**config.mk**
```make
export PLATFORM = sky130hd
export DESIGN_NAME = pipe_ctrl
export DESIGN_NICKNAME = d
export VERILOG_FILES = /design/src/rtl/pipe_ctrl_pkg.sv /design/src/rtl/pipe_perf_cnt.sv /design/src/rtl/pipe_ctrl.sv
export SDC_FILE = /design/constraint.sdc
export NUM_CORES = 1
export LEC_CHECK = 0
export BUFFER_PORTS_ARGS = -buffer_cell sky130_fd_sc_hd__buf_2
export CELL_PAD_IN_SITES_DETAIL_PLACEMENT = 1
export CELL_PAD_IN_SITES_GLOBAL_PLACEMENT = 2
export CORE_UTILIZATION = 19
export CTS_CLUSTER_DIAMETER = 50
export CTS_CLUSTER_SIZE = 24
export DETAILED_ROUTE_END_ITERATION = 16
export PLACE_DENSITY_LB_ADDON = 0.1
export REMOVE_ABC_BUFFERS = 1
export SETUP_SLACK_MARGIN = 0.5
export SYNTH_ARGS = -nofsm -noshare
export SYNTH_HDL_FRONTEND = slang
export SYNTH_SLANG_ARGS = --single-unit
```
**constraint.sdc**
```tcl
create_clock -name clk -period 2.3 [get_ports clk]
set_input_delay 0.69 -clock clk [delete_from_list [all_inputs] [get_ports clk]]
set_output_delay 0.69 -clock clk [all_outputs]
set_load 0.01 [all_outputs]
```
**src/rtl/pipe_ctrl_pkg.sv**
```systemverilog
// Shared types for the pipeline controller: FSM state encoding and counter defaults.
package pipe_ctrl_pkg;

  typedef enum logic [1:0] {
    ST_INIT     = 2'd0,
    ST_RUN      = 2'd1,
    ST_MEM_WAIT = 2'd2,
    ST_HALT     = 2'd3
  } state_t;

  localparam int CNT_W_DEFAULT = 32;

  // Stall cycles are only meaningful while the pipeline is live.
  function automatic logic is_active(input state_t s);
    return (s == ST_RUN) || (s == ST_MEM_WAIT);
  endfunction

endpackage

```
**src/rtl/pipe_perf_cnt.sv**
```systemverilog
// Saturating performance counters for stall cycles and applied flushes.
module pipe_perf_cnt #(
  parameter int CNT_W = 32
) (
  input  logic             clk,
  input  logic             reset_n,
  input  logic             stall_inc,
  input  logic             flush_inc,
  output logic [CNT_W-1:0] stall_cycles,
  output logic [CNT_W-1:0] flush_count
);

  logic [1:0] inc;

  assign inc = {flush_inc, stall_inc};

  generate
    for (genvar gi = 0; gi < 2; gi++) begin : g_cnt
      logic [CNT_W-1:0] cnt_reg;

      always_ff @(posedge clk) begin
        if (!reset_n) begin
          cnt_reg <= '0;
        end else if (inc[gi] && (cnt_reg != '1)) begin
          cnt_reg <= cnt_reg + 1'b1;
        end
      end
    end
  endgenerate

  assign stall_cycles = g_cnt[0].cnt_reg;
  assign flush_count  = g_cnt[1].cnt_reg;

endmodule

```
**src/rtl/pipe_ctrl.sv**
```systemverilog
// Five-stage pipeline controller: stall/flush resolution, data-memory wait with timeout, halt.
// Optional performance counters are built only when PIPE_PERF_EN is defined.
module pipe_ctrl
  import pipe_ctrl_pkg::*;
#(
  parameter int WAIT_MAX = 15,
  parameter int CNT_W    = CNT_W_DEFAULT
) (
  input  logic             clk,
  input  logic             reset_n,
  input  logic             hz_stall,
  input  logic             hz_flush,
  input  logic             imem_ready,
  input  logic             dmem_req,
  input  logic             dmem_ready,
  input  logic             halt_req,
  output logic             pc_we,
  output logic             if_id_we,
  output logic             id_ex_we,
  output logic             ex_mem_we,
  output logic             mem_wb_we,
  output logic             if_id_flush,
  output logic             id_ex_flush,
  output logic             ex_mem_flush,
  output logic             mem_wb_flush,
  output logic             halted,
  output logic             timeout_err,
  output logic [1:0]       state,
  output logic [CNT_W-1:0] stall_cycles,
  output logic [CNT_W-1:0] flush_count
);

  localparam int WAIT_W = (WAIT_MAX < 2) ? 1 : $clog2(WAIT_MAX + 1);

  state_t            state_reg, state_next;
  logic [WAIT_W-1:0] wait_cnt_reg, wait_cnt_next;
  logic              timeout_reg, timeout_next;
  logic              halted_reg;
  logic              advance;

  always_comb begin
    state_next    = state_reg;
    wait_cnt_next = wait_cnt_reg;
    timeout_next  = timeout_reg;
    advance       = 1'b0;
    pc_we         = 1'b0;
    if_id_we      = 1'b0;
    id_ex_we      = 1'b0;
    ex_mem_we     = 1'b0;
    mem_wb_we     = 1'b0;
    if_id_flush   = 1'b0;
    id_ex_flush   = 1'b0;
    ex_mem_flush  = 1'b0;
    mem_wb_flush  = 1'b0;

    case (state_reg)
      ST_INIT: begin
        if_id_flush  = 1'b1;
        id_ex_flush  = 1'b1;
        ex_mem_flush = 1'b1;
        mem_wb_flush = 1'b1;
        state_next   = ST_RUN;
      end
      ST_RUN: begin
        if (dmem_req && !dmem_ready) begin
          state_next    = ST_MEM_WAIT;
          wait_cnt_next = '0;
        end else begin
          advance = 1'b1;
        end
      end
      ST_MEM_WAIT: begin
        if (dmem_ready) begin
          advance = 1'b1;
        end else begin
          // WB keeps receiving bubbles while the access is outstanding.
          mem_wb_flush  = 1'b1;
          wait_cnt_next = wait_cnt_reg + 1'b1;
          if (wait_cnt_reg == WAIT_W'(WAIT_MAX - 1)) begin
            timeout_next = 1'b1;
            state_next   = ST_HALT;
          end
        end
      end
      ST_HALT: begin
        state_next = ST_HALT;
      end
      default: begin
        state_next = ST_INIT;
      end
    endcase

    if (advance) begin
      pc_we     = 1'b1;
      if_id_we  = 1'b1;
      id_ex_we  = 1'b1;
      ex_mem_we = 1'b1;
      mem_wb_we = 1'b1;
      // Flush outranks stall; a stall outranks a missing fetch for IF/ID.
      if (hz_flush) begin
        if_id_flush  = 1'b1;
        id_ex_flush  = 1'b1;
        ex_mem_flush = 1'b1;
      end else if (hz_stall) begin
        pc_we       = 1'b0;
        if_id_we    = 1'b0;
        id_ex_flush = 1'b1;
      end else if (!imem_ready) begin
        pc_we       = 1'b0;
        if_id_flush = 1'b1;
      end
      state_next = halt_req ? ST_HALT : ST_RUN;
    end

    if (!reset_n) begin
      pc_we        = 1'b0;
      if_id_we     = 1'b0;
      id_ex_we     = 1'b0;
      ex_mem_we    = 1'b0;
      mem_wb_we    = 1'b0;
      if_id_flush  = 1'b1;
      id_ex_flush  = 1'b1;
      ex_mem_flush = 1'b1;
      mem_wb_flush = 1'b1;
    end
  end

  always_ff @(posedge clk) begin
    if (!reset_n) begin
      state_reg    <= ST_INIT;
      wait_cnt_reg <= '0;
      timeout_reg  <= 1'b0;
      halted_reg   <= 1'b0;
    end else begin
      state_reg    <= state_next;
      wait_cnt_reg <= wait_cnt_next;
      timeout_reg  <= timeout_next;
      halted_reg   <= (state_next == ST_HALT);
    end
  end

  assign state       = state_reg;
  assign halted      = halted_reg;
  assign timeout_err = timeout_reg;

`ifdef PIPE_PERF_EN
  logic stall_inc;
  logic flush_inc;

  assign stall_inc = reset_n && is_active(state_reg) && !pc_we;
  assign flush_inc = reset_n && advance && hz_flush;

  pipe_perf_cnt #(
    .CNT_W(CNT_W)
  ) u_perf (
    .clk         (clk),
    .reset_n     (reset_n),
    .stall_inc   (stall_inc),
    .flush_inc   (flush_inc),
    .stall_cycles(stall_cycles),
    .flush_count (flush_count)
  );
`else
  assign stall_cycles = '0;
  assign flush_count  = '0;
`endif

endmodule

```
### Word level (Yosys, flattened, before mapping)

Index checks and enable logic that the tools add are counted.

* logic and storage cells: 58
* bits of input ports: 8
* output and inout bits: 77
* flip-flop bits (word level): 8

* muxes and demuxes: 39
* reductions and logical operators: 6
* equal/unequal tests: 7
* bitwise operators: 1
* $add $sub $neg: 1

Operators by type and width (number)
* $mux 1: 28
* $mux 2: 5
* $mux 4: 2
* $pmux 2 s4: 1
* $pmux 4 s2: 1
* $eq 2x2->1 const B: 3
* $reduce_and 3->1: 2
* $add 4x1->4 const B: 1
* $eq 4x4->1 const B: 1
* $ne 2x2->1 const B: 2
* $pmux 1 s2: 2
* $eq 2x1->1 const B: 1
* $logic_not 2->1: 1
* $reduce_bool 2->1: 1
* $logic_and 1x1->1: 1
* $logic_not 1->1: 1
* $not 1->1: 1

### Logic depth before layout (Yosys ltp)

Gate-level depths: netlist of the first run.

* depth in word-level cells: 7
* gate-level depth with buffers: 8
* mapped depth without buffers: 6

### Worst setup path before layout of the first run

Ideal clock, no wire load.

* path kind: register to output
* start: reg state_reg[0], in the netlist state[0]
* end: out id_ex_we
* buffers on the path: 1
* arrival time: 1.414 ns
* setup slack: 0.196 ns
* cell stages (with the launch flop): 8
* cells stage by stage: dfxtp_1 > inv_1 > ha_1 > nand2_1 > o21ai_4 > nand2_1 > inv_1 > buf_4

* word-level cells in the longest chain between the ends: 4
* elaborated cells on any way between the ends: 5
* those cells by class: eq/ne (2); mux (3)

RTL lines
* from (decl): line pipe_ctrl.sv:35 `state_t state_reg, state_next;`
* from (signal assigned): line pipe_ctrl.sv:135 `state_reg <= state_next;`
* $eq 2x2->1 / $eq 2x1->1 (equally long branches): line pipe_ctrl.sv:56 `case (state_reg)`
* $pmux 1 s2 *: line pipe_ctrl.sv:56
* $mux 1 * (2 in series)
* to (decl): line pipe_ctrl.sv:19 `output logic id_ex_we,`

Mark *: on every way between the ends. The rest lies on a longest branch, timed or not.

### Worst setup path after layout of the first run

* start: in dmem_req
* end: out pc_we

* word-level cells in the longest chain between the ends: 5

RTL lines
* from (decl): line pipe_ctrl.sv:14 `input logic dmem_req,`
* $logic_and 1x1->1: line pipe_ctrl.sv:65 `if (dmem_req && !dmem_ready) begin`
* $mux 1: line pipe_ctrl.sv:65
* $pmux 1 s2: line pipe_ctrl.sv:56
* $mux 1: line pipe_ctrl.sv:93 `if (advance) begin`
* $mux 1: line pipe_ctrl.sv:115 `if (!reset_n) begin`
* to (decl): line pipe_ctrl.sv:17 `output logic pc_we,`

No other way between the ends.

==> metrics.csv, run 1 <==
stage;metric;value;unit
outcome;status;finished clean;
cells_and_area;fin_nets;178;
placement;dp_worst_setup_slack;0.0464;ns
run;drv_cap;0;
cts;cts_tree;done;
logic_synthesis;ys.warnings.count;0;
cts;htreeDepth;1;
sta;max_freq;0.460;GHz
global_route;grt_max_degree;9;
power_and_ir_drop;cellLeakagePower;0.000591;µW
setup_path;cp_max_fo;5;
cells_and_area;drive_above_1_share;0.290;
worst_hold_path;min_path_cells;1;
floorplan;num_io_pins;85;
placement;portBuffers;20;
cts;clk_latency;0.22;ns
logic_synthesis;ys.flop_type;dfxtp_1;
floorplan;initial_core_util;0.202;
drt;firstDrtPassIters;4;
drt;drtIter0Drc;23;
floorplan;die_area;5830;µm²
logic_synthesis;syn_area;1050;µm²
drt;ant_nets;0;
global_route;grt_use_total;0.0746;
sta;slew_viol_final;0;
setup_path;max_stage_delay;0.20;ns
cts;clockBufferDepth;2;
sta;min_period_over_period;0.945;
floorplan;num_rows;26;
setup_path;slowest_stage;o21ai_4;
cts;holdBufCountCts;0;
logic_synthesis;synth-seq-cells;8;
cts;clock-sinks;8;
setup_path;cp_common_cell;buf_2;
logic_synthesis;ys_types;28;
sta;fin_crit;2.17;ns
drt;viasPerCell;3.22;
sta;setup_slack;0.126;ns
setup_path;crit_chain;buf_2 > nor2b_4 > o21ai_4 > nand2_2 > a21oi_2 > buf_2;
global_route;grt_pass1_vias;716;
power_and_ir_drop;power_density;476;nW/µm²
setup_path;critPathLaunchType;input port;
cells_and_area;regArea;168;µm²
logic_synthesis;synthCells;136;
logic_synthesis;synth_area_leaders;buf_4 47%, dfxtp_1 15%, ha_1 7.2%;
cells_and_area;antenna_cells;0;
sta;skew;0.00295;ns
global_route;grt_pass1_wl;3390;µm
placement;hpwl;1660;µm
logic_synthesis;async_flop_share;0;
placement;place.gp.congestion;0.701;
setup_path;path_class;in -> out;
logic_synthesis;ys_seq_area_frac;0.153;
sta;rsz0062_at_grt;true;
cells_and_area;fillers;675;
drt;drc;0;
sta;finalSetupViolCount;0;
floorplan;core-area;5200;µm²
setup_path;worstReg2RegStart;state[1]$_SDFF_PN0_;
sta;finalHoldViolCount;0;
logic_synthesis;avgSynthCellArea;7.72;µm²
worst_hold_path;hp-start;timeout_err$_SDFFE_PN0P_;
floorplan;die_h;76.3;µm
logic_synthesis;synth_top_area_cell;buf_4;
setup_path;r2r_end;wait_cnt_reg[0]$_SDFFE_PN0P_;
setup_path;worstPathRequired;1.61;ns
drt;num_vias;748;
cells_and_area;syn_to_final_growth;10.8;%
global_route;overflow;0;
drt;wl_per_cell;9.18;µm
global_route;antenna_found_initial;0;
logic_synthesis;synth_edf_count;0;
power_and_ir_drop;ir_worst_vdd;131;µV
logic_synthesis;yosysTopAreaCellShare;0.472;
cts;cts.reportedPaths.clkPinSlew;0.04;ns
worst_hold_path;min_to;timeout_err$_SDFFE_PN0P_;
setup_path;crit_arrival;1.48;ns
cells_and_area;multi_input_area;674;µm²
cells_and_area;largest_register_ffs;4;
setup_path;reg2reg_slack;0.56;ns
sta;tns;0;ns
cts;cts_root_buf;clkbuf_8;
floorplan;chipWidth;76.3;µm
cts;numCtsBuffers;3;
setup_path;cp-end-kind;primary output;
worst_hold_path;min_path_type;reg -> reg;
setup_path;reg2regPathDepth;8;
drt;wl;2130;µm
## per-layer routing
| layer | track usage | share of wire | wire, µm |
|---|---|---|---|
| met5 | 0 | 0 | 0 |
| met4 | 0.0462 | 0.013 | 27 |
| met3 | 0.0120 | 0.093 | 199 |
| met2 | 0.138 | 0.48 | 1030 |
| met1 | 0.0783 | 0.41 | 870 |
## cells in the mapped netlist (all sizes together) (2+ instances only)
cell and count:
nor2 7, xnor2 2, ha 6, inv 5
dfxtp 8, nand2b 2, a21oi 2, mux2i 2
nand3 3, a21boi 3, buf 66, nor2b 2
nand2 12, o21ai 5
## timing repair
| item | CTS | global route |
|---|---|---|
| gates resized for setup | 25 | 1 |
| pin swaps | 3 | 4 |
| buffers inserted | 5 | 0 |
| setup endpoints to repair | 9 | 11 |
## critical path: cells and delay by family
| family | cells | cell delay (ns) |
|---|---|---|
| compound gates | 2 | 0.30 |
| buf+inv | 2 | 0.25 |
| simple gates | 2 | 0.24 |
## cell type report
type / count / area share
multi-input combinational: 119 / 0.580
timing repair buffer: 27 / 0.147
sequential: 8 / 0.144
tap: 70 / 0.0753
clock buffer: 3 / 0.0355
inverter: 5 / 0.0183
## worst max-delay path by stage
stage / end / start / slack, ns / cells after the start
finish: pc_we / dmem_req / 0.13 / 6
CTS: pc_we / state[1]$_SDFF_PN0_ / 0.1 / 7
global route: pc_we / state[1]$_SDFF_PN0_ / 0.04 / 7
floorplan: if_id_we / state[0]$_SDFF_PN0_ / 0.24 / 6
detailed placement: pc_we / dmem_req / 0.05 / 6
global placement: pc_we / dmem_req / 0.06 / 6
## stage by stage
| step | hold slack, ns | cell area (µm²) | cells | total power, µW | util |
|---|---|---|---|---|---|
| floorplan | 0.484 | 786 | 132 | 274 | - |
| global placement | 0.454 | 988 | 224 | 329 | 0.190 |
| detailed placement | 0.450 | 988 | 224 | 327 | 0.190 |
| CTS | 0.468 | 1160 | 232 | 560 | 0.223 |
| global route | 0.515 | 1160 | 232 | 596 | 0.224 |
| finish | 0.463 | 1160 | 232 | 554 | 0.224 |
## placed cells by master (no fill, tap or decap), types with 3 or more instances in the layout
cell type,netlist,routed
conb_1,1,64
buf_2,0,17
nand2_1,12,9
nor2_1,7,7
buf_4,66,7
dfxtp_1,8,6
o21ai_0,4,4
inv_1,5,3
ha_1,6,3
clkbuf_8,0,3
buf_6,0,3
## cells by family after synthesis
logic type / share of synthesized area
mux: 0.0191
flops: 0.153
simple gates: 0.138
xor+xnor: 0.0167
buf+inv: 0.495
compound gates: 0.104
fa+ha+maj: 0.0715
other cells: 0.00357
## report_power, final
group,switching [µW],internal (µW),total [µW]
clock network,52.0,113,165
logic,147,90.4,237
registers,5.22,147,152
total,204,350,554
Note: power is estimated with default switching activity, not from simulation.
==> run 2, diff against run 1 <==
- RECOVER_POWER: default -> 100
==> run 2 against run 1 <==
Compared with the run above:
- sequential share of layout area increased by 0.28 points
- die area unchanged
- maximum frequency decreased by 0.36%
- non-clock buffer count unchanged
- count of clock-buffer cells in the layout unchanged
- critical path type unchanged
==> metrics.csv, run 2 (same netlist as run 1, synthesis figures left out) <==
stage;metric;value;unit;change
setup_path;critPathLaunch;dmem_req;;
drt;num_vias;748;;unchanged
global_route;grt_use_total;0.0746;;unchanged
setup_path;cp-end-kind;primary output;;
drt;viasPerCell;3.22;;unchanged
floorplan;initial_core_util;0.202;;unchanged
setup_path;cp_max_fo;5;;unchanged
cells_and_area;drive_above_1_share;0.235;;-0.0556
power_and_ir_drop;ir_worst_vdd;129;µV;-1.3%
sta;slew_viol_final;0;;unchanged
cells_and_area;syn_to_final_growth;8.70;%;
cts;numCtsBuffers;3;;unchanged
cts;cts.reportedPaths.clkPinSlew;0.04;ns;about the same
sta;max_freq;0.458;GHz;-0.36%
cts;cts_tree;done;;
cells_and_area;final_cell_mix;64 x conb_1, 10 x nand2_1, 9 x buf_2;;
setup_path;worstPathRequired;1.61;ns;about the same
sta;finalSetupViolCount;0;;unchanged
cts;htreeDepth;1;;unchanged
global_route;grt_busiest_layer;met2;;
cells_and_area;antenna_cells;0;;unchanged
worst_hold_path;min_path_type;reg -> reg;;
setup_path;slowest_stage;o21ai_4;;
drt;drtIter0Drc;17;;-26%
setup_path;r2r_end;wait_cnt_reg[3]$_SDFFE_PN0P_;;
cells_and_area;multi_input_area;669;µm²;-0.74%
drt;ant_nets;0;;unchanged
sta;finalHoldViolCount;0;;unchanged
sta;fin_crit;2.18;ns;+0.00788 ns
setup_path;reg2regPathDepth;8;;unchanged
power_and_ir_drop;power_density;480;nW/µm²;+0.74%
placement;dp_worst_setup_slack;0.0464;ns;unchanged
floorplan;die_h;76.3;µm;unchanged
global_route;use_met1;0.0783;;unchanged
sta;min_period_over_period;0.949;;+0.00343
setup_path;max_stage_delay;0.20;ns;about the same
setup_path;reg2reg_slack;0.38;ns;-0.18 ns
cts;clk_latency;0.23;ns;about the same
worst_hold_path;min_path_cells;1;;unchanged
cells_and_area;fin_nets;178;;unchanged
cells_and_area;regArea;168;µm²;unchanged
setup_path;crit_arrival;1.49;ns;about the same
global_route;grt_pass1_wl;3390;µm;unchanged
setup_path;critPathLaunchType;input port;;
cts;clock-sinks;8;;unchanged
setup_path;crit_chain;buf_2 > nor2b_4 > o21ai_4 > nand2_2 > a21oi_2 > clkbuf_2;;
cells_and_area;fin_util;0.219;;-0.00433
floorplan;die_area;5830;µm²;unchanged
power_and_ir_drop;total_power;548;µW;-1.2%
outcome;status;finished clean;;
drt;wl_per_cell;9.17;µm;about the same
global_route;met3_usage;0.0120;;unchanged
setup_path;path_class;in -> out;;
drt;drc;0;;unchanged
floorplan;num_io_pins;85;;unchanged
drt;wl;2130;µm;about the same
global_route;grt_max_degree;9;;unchanged
global_route;grt_pass1_vias;716;;unchanged
setup_path;critPathTopFamily;compound AO/OA/AOI/OAI gates;;
cells_and_area;final_common_cell;conb_1;;
setup_path;worstReg2RegStart;state[1]$_SDFF_PN0_;;
global_route;overflow;0;;unchanged
setup_path;critPathBufInv;2;;unchanged
global_route;met2_usage;0.138;;unchanged
power_and_ir_drop;cellLeakagePower;0.000564;µW;-4.6%
cts;clockBufferDepth;2;;unchanged
placement;place.gp.congestion;0.701;;unchanged
sta;skew;0.00388;ns;+0.000927 ns
placement;portBuffers;20;;unchanged
worst_hold_path;hp-start;timeout_err$_SDFFE_PN0P_;;
global_route;antenna_found_initial;0;;unchanged
floorplan;core-area;5200;µm²;unchanged
placement;hpwl;1660;µm;unchanged
sta;setup_slack;0.118;ns;-0.00788 ns
drt;firstDrtPassIters;3;;-1
cells_and_area;fillers;675;;unchanged
run;drv_cap;0;;unchanged
cts;cts_root_buf;clkbuf_8;;
floorplan;num_rows;26;;unchanged
cells_and_area;largest_register_ffs;4;;unchanged
worst_hold_path;min_to;timeout_err$_SDFFE_PN0P_;;
sta;rsz0062_at_grt;true;;
sta;tns;0;ns;unchanged
floorplan;chipWidth;76.3;µm;unchanged
-- run 2: final cells by class --
type                       instances  share of cell area
multi-input combinational        119               0.587
sequential                         8               0.147
timing repair buffer              27               0.135
tap                               70              0.0768
clock buffer                       3              0.0362
inverter                           5              0.0186
-- run 2: where the power goes --
part           switching (µW)  internal [µW]  leakage [µW]
Sequential               5.24            147     0.0000661
Clock                    52.6            113     0.0000216
Combinational             146           84.2      0.000476
Total                     204            344      0.000564
-- run 2: worst max path at each step --
| stage | endpoint | slack (ns) | cells past startpoint |
|---|---|---|---|
| after floorplan | if_id_we | 0.24 | 6 |
| after global placement | pc_we | 0.06 | 6 |
| after detailed placement | pc_we | 0.05 | 6 |
| after CTS | pc_we | 0.1 | 7 |
| after global routing | pc_we | 0.03 | 7 |
| final | pc_we | 0.12 | 6 |
-- run 2: metrics by stage --
stage                     instances  hold WS [ns]  instance area [µm²]
after floorplan                 132         0.484                  786
after global placement          224         0.454                  988
after detailed placement        224         0.450                  988
after CTS                       232         0.468                 1160
after global routing            232         0.520                 1140
final                           232         0.473                 1140
-- run 2: routing by layer --
| layer | share of wire | routed length [µm] |
|---|---|---|
| met1 | 0.40 | 845 |
| met2 | 0.50 | 1060 |
| met3 | 0.093 | 198 |
| met4 | 0.013 | 27 |
| met5 | 0 | 0 |
-- run 2: repair_timing --
action	in CTS	in global routing
gates resized for setup	25	1
buffers inserted	5	0
setup endpoints to repair	9	11
pin swaps	3	4
hold buffers	0	0
